File: src/rtl/pc_sequencer.sv
// pc_sequencer: fetch-stage program counter with delay, call/return stack and halt.
//   clock, reset      : rising-edge clock, synchronous active-high reset
//   enable            : 1 advances the sequencer, 0 freezes every register
//   pc_op             : 0 HOLD, 1 INC, 2 JUMP, 3 DELAY, 4 CALL, 5 RET, 6 HALT, 7 HOLD
//   new_address       : JUMP/CALL target
//   delay             : DELAY cycle count, held stable by control while delaying
//   address           : current PC (registered)
//   busy              : delay counter non-zero
//   halted            : sticky halt until reset
//   stack_depth       : valid return-stack entries
//   stack_overflow    : sticky, CALL seen with a full stack
//   stack_underflow   : sticky, RET seen with an empty stack
module pc_sequencer #(
    parameter int ADDR_W      = 20,
    parameter int DELAY_W     = 10,
    parameter int STACK_DEPTH = 8,
    parameter int CNT_W       = $clog2(STACK_DEPTH + 1)
) (
    input  logic              clock,
    input  logic              reset,
    input  logic              enable,
    input  logic [2:0]        pc_op,
    input  logic [ADDR_W-1:0] new_address,
    input  logic [DELAY_W-1:0] delay,
    output logic [ADDR_W-1:0] address,
    output logic              busy,
    output logic              halted,
    output logic [CNT_W-1:0]  stack_depth,
    output logic              stack_overflow,
    output logic              stack_underflow
);
    localparam int IDX_W = (STACK_DEPTH > 1) ? $clog2(STACK_DEPTH) : 1;
    localparam logic [2:0] OP_INC   = 3'd1;
    localparam logic [2:0] OP_JUMP  = 3'd2;
    localparam logic [2:0] OP_DELAY = 3'd3;
    localparam logic [2:0] OP_CALL  = 3'd4;
    localparam logic [2:0] OP_RET   = 3'd5;
    localparam logic [2:0] OP_HALT  = 3'd6;

    logic [ADDR_W-1:0]  stack [STACK_DEPTH];
    logic [DELAY_W-1:0] cnt, cnt_n;
    logic [ADDR_W-1:0]  addr_n, addr_inc;
    logic [CNT_W-1:0]   depth_n;
    logic               halted_n, ovf_n, unf_n, push;
    logic               full, empty;
    logic [IDX_W-1:0]   push_idx, top_idx;

    assign addr_inc = address + 1'b1;
    assign full     = stack_depth == CNT_W'(STACK_DEPTH);
    assign empty    = stack_depth == '0;
    assign push_idx = IDX_W'(stack_depth);
    assign top_idx  = IDX_W'(stack_depth - 1'b1);
    assign busy     = cnt != '0;

    always_comb begin
        addr_n   = address;
        cnt_n    = cnt;
        halted_n = halted;
        depth_n  = stack_depth;
        ovf_n    = stack_overflow;
        unf_n    = stack_underflow;
        push     = 1'b0;
        if (enable && !halted) begin
            // every op except a continuing DELAY restarts the delay count
            cnt_n = '0;
            case (pc_op)
                OP_INC:   addr_n = addr_inc;
                OP_JUMP:  addr_n = new_address;
                OP_DELAY: begin
                    if (cnt != delay) cnt_n = cnt + 1'b1;
                    else addr_n = addr_inc;
                end
                OP_CALL: begin
                    if (full) ovf_n = 1'b1;
                    else begin
                        push    = 1'b1;
                        addr_n  = new_address;
                        depth_n = stack_depth + 1'b1;
                    end
                end
                OP_RET: begin
                    if (empty) unf_n = 1'b1;
                    else begin
                        addr_n  = stack[top_idx];
                        depth_n = stack_depth - 1'b1;
                    end
                end
                OP_HALT:  halted_n = 1'b1;
                default:  ;
            endcase
        end
    end

    always_ff @(posedge clock) begin
        if (reset) begin
            address         <= '0;
            cnt             <= '0;
            halted          <= 1'b0;
            stack_depth     <= '0;
            stack_overflow  <= 1'b0;
            stack_underflow <= 1'b0;
        end else begin
            address         <= addr_n;
            cnt             <= cnt_n;
            halted          <= halted_n;
            stack_depth     <= depth_n;
            stack_overflow  <= ovf_n;
            stack_underflow <= unf_n;
        end
    end

    always_ff @(posedge clock) begin
        if (!reset && push) stack[push_idx] <= addr_inc;
    end
endmodule

File: config.mk
export PLATFORM = sky130hd
export DESIGN_NAME = pc_sequencer
export DESIGN_NICKNAME = d
export VERILOG_FILES = /design/src/rtl/pc_sequencer.sv
export SDC_FILE = /design/constraint.sdc
export NUM_CORES = 1
export LEC_CHECK = 0
export BUFFER_PORTS_ARGS = -buffer_cell sky130_fd_sc_hd__buf_4
export CAP_MARGIN = 20
export CORE_MARGIN = 3
export CORE_UTILIZATION = 25
export CTS_CLUSTER_SIZE = 40
export DETAILED_ROUTE_END_ITERATION = 12
export SETUP_SLACK_MARGIN = 0.2
export SLEW_MARGIN = 20
export SYNTH_ARGS = -nofsm -noshare
export SYNTH_HDL_FRONTEND = slang
export SYNTH_SLANG_ARGS = --single-unit
File: constraint.sdc
create_clock -name clock -period 4.83 [get_ports clock]
set_input_delay 0.7245 -clock clock [delete_from_list [all_inputs] [get_ports clock]]
set_output_delay 0.7245 -clock clock [all_outputs]
set_load 0.01 [all_outputs]
==> run_results.csv, run 1 <==
group,metric,value,unit
yosys,synth_area_leaders,"edfxtp_1 (56%), mux4_2 (11%), dfxtp_1 (8.7%)",
route,drc_errors,0,
layout,multiInputGateArea,2781,µm²
timing,skew,0.01535,ns
run_status,outcome,"complete, no violations",
global_routing,met2_usage,0.1800,
global_routing,grt_first_pass_wirelength,31640,µm
critical_path,crit_slowest_cell,"ha_2",
clock_tree,clockRootBuffer,"clkbuf_16",
timing,worstMarginPinSlew,1.098,ns
pwr,power_frac_comb,0.074,
global_routing,grt_pass1_vias,4943,
layout,regArea,5547,µm²
layout,nNetsFinal,653,
layout,fillCellCount,3285,
global_routing,grt-busiest-layer,"met2",
global_routing,antenna_found_initial,0,
floorplan,num_io_pins,64,
pwr,p_sw_frac,0.2441,
route,vias_per_cell,4.844,
critical_path,crit_path_start_kind,"flop",
route,wl_per_cell,19.94,µm
yosys,ys_seq_elements,197,
critical_path,critPathMaxFanout,27,
yosys,ys_seq_area_frac,0.6514,
hold_path,min_path_type,"reg2reg",
place,placed_cell_area,9497,µm²
global_routing,grt_max_degree,45,
clock_tree,post_cts_resize_count,0,
clock_tree,hold_buffers,0,
pwr,p_leak,0.003234,µW
clock_tree,clk_latency,0.43,ns
clock_tree,cts_max_level,4,
timing,fmax,319.8,MHz
pwr,p_int,2657,µW
route,vias,5164,
clock_tree,cts_tree,"built",
yosys,synth_ff_type,"edfxtp_1",
timing,timing.final.setup_violations,0,
route,finalWirelength,21250,µm
yosys,synth_edf_count,160,
yosys,synth_most_common_cell,"edfxtp_1",
critical_path,max_stage_delay,0.61,ns
critical_path,critPathRequiredTime,5.11,ns
floorplan,die_height,190.5,µm
clock_tree,cts_buffer_depth,2,
clock_tree,path_clk_slew,0.07,ns
critical_path,r2r_setup_slack,1.70,ns
clock_tree,post_cts_buffers,0,
pwr,switchingPower,858.0,µW
yosys,synthesis.nets,596,
yosys,synthTopCellsByCount,"edfxtp_1 (160), mux4_2 (40), dfxtp_1 (37)",
yosys,synth_cell_types,64,
pwr,power.density,349.0,nW/µm²
floorplan,initial_core_util,0.2577,
route,drt_iter0_markers,494,
timing,fin_crit,3.127,ns
critical_path,cp_num_buf_inv,2,
layout,drive_gt1_frac,0.2740,
clock_tree,clock_sinks,197,
yosys,avgSynthCellArea,15.37,µm²
layout,design_area,10070,µm²
place,io_buffers,63,
run,cap_violations,0,
yosys,synth_top_area_share,0.5644,
timing,relSlewSlack,0.2679,
critical_path,crit_type,"reg2reg",
layout,area_delta_synth_final,18.31,%
timing,rsz0062_at_grt,"no",
pwr,ir_drop,0.1557,mV
critical_path,worstSetupEndpointType,"flop",
pwr,share_seq_of_total_power,0.534,
yosys,synth_cells,554,
global_routing,grt_usage,0.1174,
global_routing,use_met3,0.02794,
global_routing,grt.overflow.total,0,
layout,diodes,0,
global_routing,globalRouteMet1Util,0.1680,
route,ant_nets,0,
yosys,ys_warn_count,0,
place,place_hpwl,13370,µm
critical_path,cp.arrival,3.41,ns
timing,hold_viol,0,
yosys,yosys.area.top_type,"edfxtp_1",
critical_path,critPathTopFamily,"compound AO/OA/AOI/OAI gates",
floorplan,dieArea,36300,µm²
clock_tree,cts_made_buffers,17,
floorplan,rows,66,
floorplan,die_w,190.5,µm
pwr,clockPowerShare,0.392,
timing,maxSlewViolCount,0,
timing,fin_crit_sh,0.6474,
floorplan,coreArea,33030,µm²
timing,final.setup.tns,0,ns
critical_path,path_cells,"inv_1 -> ha_2 -> buf_4 -> mux4_2 -> a22o_1 -> a2111oi_0 -> a221oi_1",
route,first_pass_iters,6,
place,place.gp.congestion,0.7751,
yosys,syn_area,8513,µm²
yosys,async_reset_ff_frac,0,
-- kinds of logic after synthesis --
logic type	count (synthesis)	share of synthesized area
AO/OA/AOI/OAI	100	0.08907
XOR/XNOR	40	0.04115
adder cells (fa/ha/maj)	6	0.008818
buffers and inverters	50	0.02543
flip-flops	197	0.6514
multiplexers	41	0.1070
AND/OR/NAND/NOR	120	0.07716
-- power groups by stage --
stage                     Clock, µW  Sequential, µW  Combinational (µW)
final                          1380            1880                 260
after CTS                      1400            1880                 264
after floorplan                   0            1910                 160
after global placement            0            1920                 262
after global routing           1480            1880                 284
after detailed placement          0            1920                 264
-- stage by stage --
stage / instances / hold slack (ns) / util / power (µW) / setup WS, ns
CTS: 1066 / 0.4893 / 0.3049 / 3546 / 1.670
detailed placement: 1034 / 0.4683 / 0.2875 / 2181 / 1.550
finish: 1066 / 0.4913 / 0.3049 / 3515 / 1.703
global route: 1066 / 0.5258 / 0.3049 / 3644 / 1.472
global placement: 1034 / 0.4632 / 0.2875 / 2179 / 1.672
floorplan: 554 / 0.5106 / - / 2073 / 1.108
-- area by class of cell --
class                           count  area share
Sequential cell                   197      0.5507
Multi-Input combinational cell    307      0.2761
Timing Repair Buffer               76     0.05665
Tap cell                          442     0.05491
Clock buffer                       17     0.04224
Clock inverter                     15     0.01491
Inverter                           12    0.004472
-- worst reg2reg max path: cells and delay by family, from the launching register on --
family / cells / cell delay [ns]
adder cells (fa/ha/maj): 1 / 0.61
flip-flops: 1 / 0.53
AO/OA/AOI/OAI: 3 / 0.86
multiplexers: 1 / 0.38
buffers and inverters: 2 / 0.60
-- flip-flops by register name, indices dropped and copies added (netlist names) --
register and flops:
cnt 10, stack_overflow 1, stack_depth 4, halted 1, address 20, stack_underflow 1
stack 160
-- placed cells by master (no fill, tap or decap), drive strengths merged, types with 4 or more instances in the layout --
master | synthesis | layout
a211oi | 5 | 5
a21oi | 24 | 24
a221oi | 7 | 7
a22o | 9 | 9
a22oi | 10 | 10
a311oi | 8 | 8
and3 | 7 | 7
and4 | 6 | 6
buf | 20 | 76
clkbuf | 18 | 17
clkinv | 0 | 4
dfxtp | 37 | 37
edfxtp | 160 | 160
ha | 6 | 6
inv | 12 | 23
mux4 | 40 | 40
nand2 | 19 | 19
nand3 | 10 | 10
nand4 | 12 | 12
nor2 | 22 | 22
nor3 | 17 | 17
nor4 | 4 | 4
o21ai | 5 | 5
o31ai | 6 | 6
or2 | 4 | 4
xnor2 | 26 | 26
xor2 | 14 | 14
-- worst paths after layout --
kind,start,endpoint,cells past startpoint
max,stack_depth[1],address[18],7
min,stack_overflow,stack_overflow,2
max reg2reg,stack_depth[1],address[18],7
min reg2reg,stack_overflow,stack_overflow,2
-- routing by layer --
metal / wire length (µm) / up-vias
li1: - / 2340
met1: 9743 / 2641
met2: 9910 / 170
met3: 1418 / 13
met4: 181 / 0
met5: 0 / -
Note: power is estimated with default switching activity, not from simulation.
==> run 2, diff against run 1 <==
clock period = 3.1 ns   (was 4.83 ns; I/O delays follow)
==> run 2 against run 1 <==
Against the previous run: global-route usage grew 0.35 points; cell count grew 1.4%; wire length grew 1.8%; register-to-register slack lost 1.2 ns; final area grew 1.5%; non-clock buffer count grew 15; sequential cell count is the same; via count grew 2.7%; count of clock-buffer cells in the layout grew 2; first-iteration DRC count shrank 12%; clock power grew 57%; fmax grew 21%; highest routed layer unchanged.
==> run_results.csv, run 2 (same netlist as run 1, synthesis figures left out) <==
group,metric,value,unit
run_status,outcome,"complete, no violations",
route,wl_per_cell,20.02,µm
route,ant_nets,0,
place,dpl_worst_slack,0.6199,ns
timing,hold_viol,0,
layout,final_common_cell,"edfxtp_1",
pwr,share_seq_of_total_power,0.530,
critical_path,critPathMaxFanout,16,
clock_tree,clk_latency,0.43,ns
hold_path,min_path_type,"in2reg",
timing,fin_crit,2.579,ns
pwr,p_sw_frac,0.2351,
floorplan,coreArea,33030,µm²
route,vias_per_cell,4.906,
pwr,ir_drop,0.3475,mV
route,drc_errors,0,
timing,worstMarginPinSlew,0.8055,ns
layout,largest-register,"stack",
layout,largest_register_ffs,160,
global_routing,antenna_found_initial,0,
timing,maxSlewViolCount,0,
clock_tree,cts_max_level,4,
timing,setup_slack,0.5206,ns
timing,rsz0062_at_grt,"no",
pwr,clockPowerShare,0.393,
pwr,power_frac_comb,0.077,
layout,nNetsFinal,668,
pwr,p_leak,0.003299,µW
critical_path,crit_type,"reg2reg",
route,drt_iter0_markers,437,
layout,layout_common_cells,"edfxtp_1 (160), buf_4 (90), mux4_2 (40)",
layout,largestRegisters,"stack x160, address x20, cnt x10",
layout,design_area,10220,µm²
pwr,switchingPower,1300,µW
layout,diodes,0,
layout,drive_gt1_frac,0.2879,
place,io_buffers,63,
critical_path,worstSetupEndpointType,"flop",
global_routing,grt_first_pass_wirelength,33060,µm
critical_path,crit_slowest_cell,"and4_1",
place,place_hpwl,14090,µm
clock_tree,cts_tree,"built",
critical_path,critPathRequiredTime,3.43,ns
place,place.gp.congestion,0.7834,
clock_tree,clock_sinks,197,
pwr,p_int,4229,µW
pwr,power.density,541.0,nW/µm²
timing,relSlewSlack,0.4630,
run,cap_violations,0,
global_routing,grt_pass1_vias,5291,
layout,fin_util,0.3094,
route,vias,5303,
route,first_pass_iters,5,
timing,timing.final.setup_violations,0,
critical_path,cp_num_buf_inv,0,
route,finalWirelength,21640,µm
clock_tree,hold_buffers,0,
timing,skew,0.009816,ns
critical_path,max_stage_delay,0.74,ns
critical_path,cp.arrival,2.91,ns
floorplan,die_height,190.5,µm
global_routing,grt.overflow.total,0,
floorplan,num_io_pins,64,
clock_tree,clockRootBuffer,"clkbuf_16",
timing,final.setup.tns,0,ns
floorplan,dieArea,36300,µm²
global_routing,grt_max_degree,45,
place,placed_cell_area,9637,µm²
floorplan,rows,66,
timing,fin_crit_sh,0.8320,
clock_tree,cts_buffer_depth,2,
critical_path,path_cells,"nor2b_1 -> nand3_1 -> and4_1 -> nand2_1 -> a221oi_1",
clock_tree,post_cts_resize_count,0,
critical_path,crit_path_start_kind,"flop",
clock_tree,post_cts_buffers,0,
clock_tree,cts_made_buffers,17,
clock_tree,path_clk_slew,0.07,ns
layout,area_delta_synth_final,20.03,%
global_routing,grt_usage,0.1208,
floorplan,initial_core_util,0.2577,
floorplan,die_w,190.5,µm
timing,fmax,387.7,MHz
critical_path,critPathTopFamily,"simple AND/OR/NAND/NOR gates",
## run 2: cell type report
cell class / instances / area, µm²
Clock buffer: 19 / 442.9
Timing Repair Buffer: 91 / 695.7
Clock inverter: 13 / 138.9
Multi-Input combinational cell: 307 / 2794
Sequential cell: 197 / 5549
Fill cell: 3304 / 22810
Tap cell: 442 / 553.0
Inverter: 12 / 45.04
## run 2: per-layer routing
| layer | up-vias | track usage | wire (µm) |
|---|---|---|---|
| met5 | - | 0 | 0 |
| met2 | 185 | 0.1865 | 9913 |
| met1 | 2717 | 0.1719 | 10030 |
| li1 | 2374 | - | - |
| met4 | 0 | 0.03641 | 356 |
| met3 | 27 | 0.02500 | 1348 |
## run 2: final timing paths
path	from	end	slack, ns	cells past startpoint
worst max-delay path	stack_depth[2]	address[18]	0.52	5
worst min-delay path	enable	halted	0.34	3
worst max register to register	stack_depth[2]	address[18]	0.52	5
worst min register to register	stack_underflow	stack_underflow	0.50	2
## run 2: stage by stage
stage                     std cells  total power (µW)  hold slack, ns
after global placement         1049              3412          0.4711
after floorplan                 554              3229          0.5106
after CTS                      1081              5573          0.3202
after global routing           1081              5724          0.3803
after detailed placement       1049              3418          0.4775
final                          1081              5528          0.3367
## run 2: power by group through the flow
| stage | combinational (µW) | clock [µW] | sequential (µW) |
|---|---|---|---|
| final | 427 | 2170 | 2930 |
| after global routing | 469 | 2320 | 2930 |
| after CTS | 432 | 2210 | 2930 |
| after detailed placement | 431 | 0 | 2990 |
| after global placement | 425 | 0 | 2990 |
| after floorplan | 250 | 0 | 2980 |
## run 2: tightest hold or removal path, delay by kind of cell
family / cells / cell delay (ns)
simple gates: 1 / 0.07
buf+inv: 1 / 0.09
compound gates: 1 / 0.10
==> run 3, diff against run 2 <==
clock period = 2.4 ns   (was 3.1 ns; I/O delays follow)
==> run 3 against run 2 <==
Against the previous run: wire length up 4.6%; sequential power up 29%; clock power up 31%; final area up 6.0%; sequential share of layout area down 3.1 points; non-clock buffer count up 29; worst setup slack worse by 0.27 ns; die area unchanged; largest cell class unchanged.
==> run_results.csv, run 3 (same netlist as run 1, synthesis figures left out) <==
group,metric,value,unit
clock_tree,clockRootBuffer,"clkbuf_16",
timing,relSlewSlack,0.6086,
pwr,p_leak,0.003561,µW
timing,skew,0.01458,ns
layout,layout_common_cells,"edfxtp_1 (160), buf_4 (103), mux4_2 (40)",
critical_path,max_stage_delay,0.39,ns
timing,rsz0062_at_grt,"yes",
critical_path,path_cells,"clkinvlp_4 -> ha_4 -> buf_12 -> mux4_2 -> a22o_1 -> o311ai_1 -> a21oi_1",
pwr,power.density,671.3,nW/µm²
critical_path,critPathMaxFanout,12,
pwr,p_sw_frac,0.2515,
layout,fillCellCount,3243,
pwr,ir_drop,0.4501,mV
pwr,switchingPower,1828,µW
layout,largest-register,"stack",
route,wl_per_cell,20.40,µm
run_status,outcome,"complete, no violations",
layout,nNetsFinal,697,
route,first_pass_iters,5,
pwr,clockPowerShare,0.392,
layout,fin_util,0.3279,
place,dpl_worst_slack,0.07995,ns
timing,worstMarginPinSlew,0.5829,ns
global_routing,grt_pass1_vias,5409,
global_routing,antenna_found_initial,0,
critical_path,cp.arrival,2.44,ns
critical_path,worstSetupEndpointType,"flop",
floorplan,rows,66,
floorplan,initial_core_util,0.2577,
floorplan,die_height,190.5,µm
global_routing,grt.overflow.total,0,
critical_path,crit_slowest_cell,"dfxtp_4",
timing,timing.final.setup_violations,0,
pwr,power_frac_comb,0.090,
pwr,share_seq_of_total_power,0.518,
pwr,p_int,5442,µW
layout,area_delta_synth_final,27.22,%
global_routing,grt_first_pass_wirelength,34160,µm
floorplan,die_w,190.5,µm
layout,multiInputGateArea,2955,µm²
layout,design_area,10830,µm²
layout,diodes,0,
global_routing,grt_usage,0.1254,
global_routing,grt_max_degree,40,
clock_tree,cts_tree,"built",
layout,drive_gt1_frac,0.3473,
layout,largestRegisters,"stack x160, address x20, cnt x10",
layout,regArea,5550,µm²
timing,fin_crit_sh,0.8962,
clock_tree,cts_max_level,4,
hold_path,min_path_type,"in2reg",
clock_tree,cts_made_buffers,17,
run,cap_violations,0,
critical_path,critPathRequiredTime,2.69,ns
timing,hold_viol,0,
route,ant_nets,0,
floorplan,dieArea,36300,µm²
floorplan,num_io_pins,64,
clock_tree,clk_latency,0.43,ns
place,placed_cell_area,10020,µm²
layout,final_common_cell,"edfxtp_1",
place,place.gp.congestion,0.7816,
clock_tree,hold_buffers,0,
timing,fin_crit,2.151,ns
clock_tree,cts_buffer_depth,2,
route,finalWirelength,22640,µm
layout,largest_register_ffs,160,
timing,setup_slack,0.2492,ns
route,vias_per_cell,4.877,
route,drc_errors,0,
clock_tree,path_clk_slew,0.08,ns
timing,final.setup.tns,0,ns
route,vias,5414,
floorplan,coreArea,33030,µm²
timing,fmax,464.9,MHz
critical_path,crit_type,"reg2reg",
route,drt_iter0_markers,532,
place,io_buffers,63,
place,place_hpwl,14480,µm
clock_tree,clock_sinks,197,
critical_path,crit_path_start_kind,"flop",
timing,maxSlewViolCount,0,
run 3: cell types whose count changed in the layout (fill, tap and decap cells not counted), moves of 2 or more:
cell	change
inv_8	+6
xor2_1	-2
nand2_1	-2
inv_6	-3
nor2_2	-6
xnor2_1	-3
xnor2_2	+2
xor2_2	+2
buf_4	+13
nor2_4	+6
buf_12	+12
run 3: timing repair:
| item | in CTS | in global routing |
|---|---|---|
| setup endpoints to repair | 22 | 42 |
| hold endpoints to repair | 0 | 0 |
| buffers inserted | 2 | 3 |
| resized for setup | 9 | 10 |
| pin swaps | 1 | 7 |
| gates cloned | 1 | 1 |
run 3: layout make-up:
type                            count  share of cell area
Clock buffer                       17             0.03928
Clock inverter                     15             0.01548
Inverter                           12            0.004506
Multi-Input combinational cell    307              0.2729
Sequential cell                   197              0.5125
Tap cell                          442             0.05106
Timing Repair Buffer              120              0.1043
run 3: final timing paths:
path                   start               to  slack (ns)  cells past startpoint
max           stack_depth[0]      address[10]        0.25                      7
min                   enable           halted        0.24                      3
max reg2reg   stack_depth[0]      address[10]        0.25                      7
min reg2reg  stack_underflow  stack_underflow        0.50                      2
run 3: per-stage QoR:
| stage | std cells | total power (µW) | hold WS, ns |
|---|---|---|---|
| after floorplan | 554 | 4190 | 0.5106 |
| after global placement | 1071 | 4456 | 0.4670 |
| after detailed placement | 1071 | 4461 | 0.4748 |
| after CTS | 1106 | 7286 | 0.2331 |
| after global routing | 1110 | 7500 | 0.2682 |
| final | 1110 | 7270 | 0.2449 |
run 3: worst max-delay path: cells and delay by family, from the launching register on:
| family | cells | cell delay [ns] |
|---|---|---|
| AO/OA/AOI/OAI | 3 | 0.70 |
| flip-flops | 1 | 0.39 |
| adder cells (fa/ha/maj) | 1 | 0.34 |
| buffers and inverters | 2 | 0.30 |
| multiplexers | 1 | 0.29 |
run 3: power by group through the flow:
stage	sequential [µW]	clock, µW	combinational, µW
5_1_grt	3770	3020	706
3_3_place_gp	3840	0	613
3_5_place_dp	3840	0	618
4_1_cts	3770	2880	638
2_1_floorplan	3850	0	340
6_report	3770	2850	651
run 3: per-layer routing:
layer / vias to the layer above / part of all wire / GRT usage
li1: 2427 / - / -
met1: 2781 / 0.46 / 0.1789
met2: 189 / 0.47 / 0.1958
met3: 17 / 0.059 / 0.02904
met4: 0 / 0.010 / 0.02710
met5: - / 0 / 0
